`src/rtl/mult_share_arbiter.sv`:
```
`default_nettype none
// +------------------------------------------------------------------------+
// | mult_share_arbiter: round-robin share of one combinational multiplier   |
// | Rev 1.0                                                                 |
// +------------------------------------------------------------------------+

module lab3_3_2 #(
   parameter int WIDTH = 2
) (
   input  logic [WIDTH-1:0]   a,
   input  logic [WIDTH-1:0]   b,
   output logic [2*WIDTH-1:0] out
);
   assign out = {{WIDTH{1'b0}}, a} * {{WIDTH{1'b0}}, b};
endmodule

module mult_share_arbiter #(
   parameter int WIDTH       = 2,
   parameter int HOLD_CYCLES = 1
) (
   input  logic               clk,
   input  logic               reset,
   input  logic               req0,
   input  logic [WIDTH-1:0]   a0,
   input  logic [WIDTH-1:0]   b0,
   input  logic               req1,
   input  logic [WIDTH-1:0]   a1,
   input  logic [WIDTH-1:0]   b1,
   output logic               gnt0,
   output logic               gnt1,
   output logic               done0,
   output logic               done1,
   output logic [2*WIDTH-1:0] result,
   output logic               busy
);
   typedef enum logic [1:0] {
      IDLE = 2'd0,
      CALC = 2'd1,
      DONE = 2'd2
   } state_t;

   // HOLD_CYCLES is legal in 1..15, so the reload value always fits 4 bits
   localparam logic [3:0] CNT_INIT = 4'(HOLD_CYCLES - 1);

   state_t               state_q;
   logic                 ptr_q;
   logic [3:0]           cnt_q;
   logic [WIDTH-1:0]     opa_q;
   logic [WIDTH-1:0]     opb_q;
   logic                 gnt0_q;
   logic                 gnt1_q;
   logic                 done0_q;
   logic                 done1_q;
   logic [2*WIDTH-1:0]   result_q;

   logic                 pick1_d;
   logic [WIDTH-1:0]     opa_d;
   logic [WIDTH-1:0]     opb_d;
   logic [2*WIDTH-1:0]   prod;

   // Requester 1 wins when alone, or when both ask and the pointer favours it
   assign pick1_d = req1 & (~req0 | ptr_q);
   assign opa_d   = pick1_d ? a1 : a0;
   assign opb_d   = pick1_d ? b1 : b0;

   lab3_3_2 #(.WIDTH(WIDTH)) u_mult (
      .a   (opa_q),
      .b   (opb_q),
      .out (prod)
   );

   always_ff @(posedge clk or posedge reset) begin
      if (reset) begin
         state_q  <= IDLE;
         ptr_q    <= 1'b0;
         cnt_q    <= 4'd0;
         opa_q    <= '0;
         opb_q    <= '0;
         gnt0_q   <= 1'b0;
         gnt1_q   <= 1'b0;
         done0_q  <= 1'b0;
         done1_q  <= 1'b0;
         result_q <= '0;
      end else begin
         case (state_q)
            IDLE: begin
               if (req0 | req1) begin
                  gnt0_q  <= ~pick1_d;
                  gnt1_q  <= pick1_d;
                  opa_q   <= opa_d;
                  opb_q   <= opb_d;
                  cnt_q   <= CNT_INIT;
                  state_q <= CALC;
               end
            end
            CALC: begin
               if (cnt_q == 4'd0) begin
                  result_q <= prod;
                  done0_q  <= gnt0_q;
                  done1_q  <= gnt1_q;
                  state_q  <= DONE;
               end else begin
                  cnt_q <= cnt_q - 4'd1;
               end
            end
            DONE: begin
               // Pointer moves to whoever was not just served
               done0_q <= 1'b0;
               done1_q <= 1'b0;
               gnt0_q  <= 1'b0;
               gnt1_q  <= 1'b0;
               ptr_q   <= gnt0_q;
               state_q <= IDLE;
            end
            default: begin
               state_q <= IDLE;
            end
         endcase
      end
   end

   assign gnt0   = gnt0_q;
   assign gnt1   = gnt1_q;
   assign done0  = done0_q;
   assign done1  = done1_q;
   assign result = result_q;
   assign busy   = (state_q != IDLE);
endmodule
`default_nettype wire

```
`config.mk`:
```
export PLATFORM = sky130hd
export DESIGN_NAME = mult_share_arbiter
export DESIGN_NICKNAME = d
export VERILOG_FILES = /design/src/rtl/mult_share_arbiter.sv
export SDC_FILE = /design/constraint.sdc
export NUM_CORES = 1
export LEC_CHECK = 0
export ABC_AREA = 0
export BUFFER_PORTS_ARGS = -buffer_cell sky130_fd_sc_hd__buf_2
export CORE_UTILIZATION = 52
export DETAILED_ROUTE_END_ITERATION = 8
export GPL_TIMING_DRIVEN = 0
export HOLD_SLACK_MARGIN = 0.03
export PLACE_DENSITY = 0.77
export SETUP_SLACK_MARGIN = 0.2
export SLEW_MARGIN = 20
export SYNTH_ARGS = -nofsm -noshare
export SYNTH_HDL_FRONTEND = slang
export SYNTH_SLANG_ARGS = --single-unit
```
`constraint.sdc`:
```
create_clock -name clk -period 2.03 [get_ports clk]
set_input_delay 0.203 -clock clk [delete_from_list [all_inputs] [get_ports clk]]
set_output_delay 0.203 -clock clk [all_outputs]
set_load 0.005 [all_outputs]
```
==> metrics.json <==
{
  "status": {
    "run_status": "finished, final reports clean"
  },
  "timing": {
    "hold_viol_final": 0,
    "slew_headroom_pct": 52.9,
    "setup_violations": 0,
    "slew_viol_final": 0,
    "finClkSkew_ps": 1.59,
    "fmaxAchievable_mhz": 577,
    "timing.final.crit_share_pct": 85.3,
    "setup_total_negative_slack_ps": 0,
    "period_needed_ps": 1730,
    "worstMarginPinSlew_ps": 706,
    "grt_setup_unrepaired": "no",
    "setup_ws_ps": 298
  },
  "worst_setup_path": {
    "end_kind": "register",
    "worstPathCellList": "inv_1, ha_1, or4b_4, buf_6, mux2_4",
    "critPathLaunchType": "register",
    "path_delay_family": "simple AND/OR/NAND/NOR gates",
    "path_buf_inv": 2,
    "cp_num_cells": 5,
    "reg2reg_depth": 5,
    "crit_path_max_incr_delay_ps": 480,
    "crit_fanout": 7,
    "reg2reg_to": "result[1]",
    "cp.arrival_ps": 1920,
    "critical_path.endpoint": "result[1]",
    "worstReg2RegStart": "cnt_q[1]",
    "reg2reg_setup_slack_ps": 300,
    "critical_path_class": "register to register",
    "timing.critical_path.required_ps": 2210,
    "worst_setup_path_startpoint": "cnt_q[1]",
    "cpMaxStageDelayCell": "sky130_fd_sc_hd__or4b_4"
  },
  "global_routing": {
    "gr-usage-all-layers_pct": 18.0,
    "grt_pass1_wl_um": 2590,
    "grt_start_max_net_pins": 20,
    "first_global_vias": 611,
    "number_of_antenna_violations_at_the_first_check_in_global_routing": 0,
    "grt.overflow.total": 0
  },
  "logic_synthesis": {
    "synth.yosys.warnings": 0,
    "postSynth.asyncResetShare_pct": 100,
    "synth-main-ff-cell": "sky130_fd_sc_hd__dfrtp_1",
    "yosys.area.top_type": "sky130_fd_sc_hd__dfrtp_1",
    "seq_area_frac_synth_pct": 49.5,
    "syn_inst": 87,
    "synth-edff-count": 0,
    "cell_types_with_the_highest_counts_after_synthesis": "sky130_fd_sc_hd__dfrtp_1 (19), sky130_fd_sc_hd__o21ai_0 (8), sky130_fd_sc_hd__inv_1 (7)",
    "netlist_area_um2": 960,
    "flip_flop_and_latch_count_after_synthesis": 19,
    "syn-num-nets": 102,
    "synth_area_leaders": "sky130_fd_sc_hd__dfrtp_1 (50%), sky130_fd_sc_hd__mux2_4 (4.7%), sky130_fd_sc_hd__a221o_1 (4.2%)",
    "yosys.cell_types.count": 30,
    "synthDominantCellAreaShare_pct": 49.5,
    "synth.most_common_cell": "sky130_fd_sc_hd__dfrtp_1",
    "syn-mean-instance-area_um2": 11.0
  },
  "place": {
    "port-buffer-count": 20,
    "post-dp-hpwl_um": 1260,
    "detailedPlace.worstSlack_ps": 306,
    "place_congestion": 0.780
  },
  "pwr": {
    "power_per_cell_area_mw_per_mm2": 1370,
    "leakagePower_nw": 0.586,
    "vdd.ir_drop.worst_mv": 0.889
  },
  "floorplanning": {
    "coreArea_mm2": 0.00173,
    "die-area_mm2": 0.00202,
    "row_count": 15,
    "boundaryPins": 21,
    "starting_density_pct": 55.6,
    "die_y_um": 45.0,
    "die-width_um": 45.0
  },
  "clock_network": {
    "cts_root_buf": "sky130_fd_sc_hd__clkbuf_4",
    "clk_transition_reported_paths_ps": 100,
    "clock_sinks": 19,
    "clk-insertion-delay-late_ps": 290,
    "ctsHtreeMaxLevel": 1,
    "tritoncts_clock_tree": "built",
    "tritoncts_buffers": 3,
    "cts_buffer_depth": 2,
    "postCtsHoldBufs": 1,
    "cts_resized": 0,
    "postCtsSetupRepairBufs": 0
  },
  "cells_and_area": {
    "num-nets-final": 128,
    "num_antenna_cells": 0,
    "drive_gt1_share_pct": 29.5,
    "flow.area_growth_from_synthesis_pct": 17.5,
    "fillCellCount": 141,
    "finalCoreUtilization_pct": 65.3
  },
  "routing": {
    "detail-route-antenna-nets": 0,
    "drt_first_pass_iters": 2,
    "detail_route.drc_violations": 0,
    "dr.first_iter.drc_count": 16,
    "wire_per_inst_um": 12.4,
    "overall_via_count_from_detail_route": 724,
    "post_drt_via_cell_ratio": 5.28,
    "wl_um": 1700
  },
  "hold_path": {
    "hold_class": "input port to register"
  },
  "run": {
    "cap_violations": 0
  }
}
report_power, final:
part           total, W  switching, W  internal, W
combinational  0.000711      0.000326     0.000385
clock          0.000188      0.000111    0.0000764
sequential     0.000647      0.000119     0.000529
total           0.00155      0.000556     0.000990
sequential cells by signal, summed over array words and instances (netlist names):
register  cells
cnt_q         4
done0         1
done1         1
gnt0          1
gnt1          1
opa_q         2
opb_q         2
ptr_q         1
result        4
state_q       2
final cells by class:
type | count | area (um^2) | share of cell area [%]
Clock buffer | 4 | 26.3 | 2.33
Buffer | 3 | 20.0 | 1.78
Inverter | 7 | 26.3 | 2.33
Tap cell | 25 | 31.3 | 2.77
Sequential cell | 19 | 475 | 42.2
Multi-Input combinational cell | 58 | 438 | 38.8
Timing Repair Buffer | 21 | 110 | 9.77
cell usage in the layout (no fill, tap or decap):
cell type and instances:
sky130_fd_sc_hd__nor2b_1 3, sky130_fd_sc_hd__dlygate4sd3_1 1, sky130_fd_sc_hd__buf_6 1, sky130_fd_sc_hd__or4_1 1
sky130_fd_sc_hd__inv_1 7, sky130_fd_sc_hd__a31o_2 1, sky130_fd_sc_hd__mux2_4 3, sky130_fd_sc_hd__a21boi_0 1
sky130_fd_sc_hd__and3_1 5, sky130_fd_sc_hd__nor2_1 1, sky130_fd_sc_hd__dfrtp_1 19, sky130_fd_sc_hd__a21oi_1 2
sky130_fd_sc_hd__a32o_1 1, sky130_fd_sc_hd__mux2i_1 1, sky130_fd_sc_hd__o21ai_0 8, sky130_fd_sc_hd__and2_1 3
sky130_fd_sc_hd__clkbuf_1 2, sky130_fd_sc_hd__clkbuf_4 3, sky130_fd_sc_hd__nand3_1 4, sky130_fd_sc_hd__ha_1 3
sky130_fd_sc_hd__nor4bb_1 2, sky130_fd_sc_hd__nand2b_1 3, sky130_fd_sc_hd__or4b_4 1, sky130_fd_sc_hd__a221o_1 4
sky130_fd_sc_hd__or3_1 2, sky130_fd_sc_hd__a211oi_1 1, sky130_fd_sc_hd__or4b_2 2, sky130_fd_sc_hd__buf_2 21
sky130_fd_sc_hd__mux2_2 1, sky130_fd_sc_hd__nor3b_1 1, sky130_fd_sc_hd__nor3_1 2, sky130_fd_sc_hd__nand2_1 2
cells by family after synthesis:
kind of cell,count (synthesis),synth area share [%]
simple gates,32,21.9
flops,19,49.5
compound gates,18,12.9
buf+inv,10,4.82
mux,5,6.91
fa+ha+maj,3,3.91
routing by layer:
metal | global-route usage, % | part of all wire, % | vias to the layer above
met3 | 6.00 | 3.9 | 2
met4 | 3.64 | 0.71 | 0
met2 | 30.7 | 48 | 17
li1 | - | - | 370
met1 | 22.2 | 48 | 335
met5 | 0 | 0 | -
stage by stage:
| stage | power, W | std cells | hold slack (ps) | cell area (um^2) |
|---|---|---|---|---|
| finish | 0.00155 | 137 | 132 | 1130 |
| floorplan | 0.00118 | 87 | 154 | 960 |
| global placement | 0.00134 | 132 | 343 | 1090 |
| global route | 0.00168 | 137 | 123 | 1130 |
| CTS | 0.00156 | 137 | 127 | 1130 |
| detailed placement | 0.00137 | 132 | 353 | 1090 |
worst min path at each step:
stage                     start        end  slack [ps]  cells after the start
final                     a1[0]   opa_q[0]         130                      2
after global routing      a1[0]   opa_q[0]         120                      2
after CTS                 a1[0]   opa_q[0]         130                      2
after detailed placement  reset  result[2]         350                      2
after global placement    reset   cnt_q[2]         340                      2
after floorplan           reset   cnt_q[0]         150                      1
(Power assumes the default switching activity.)
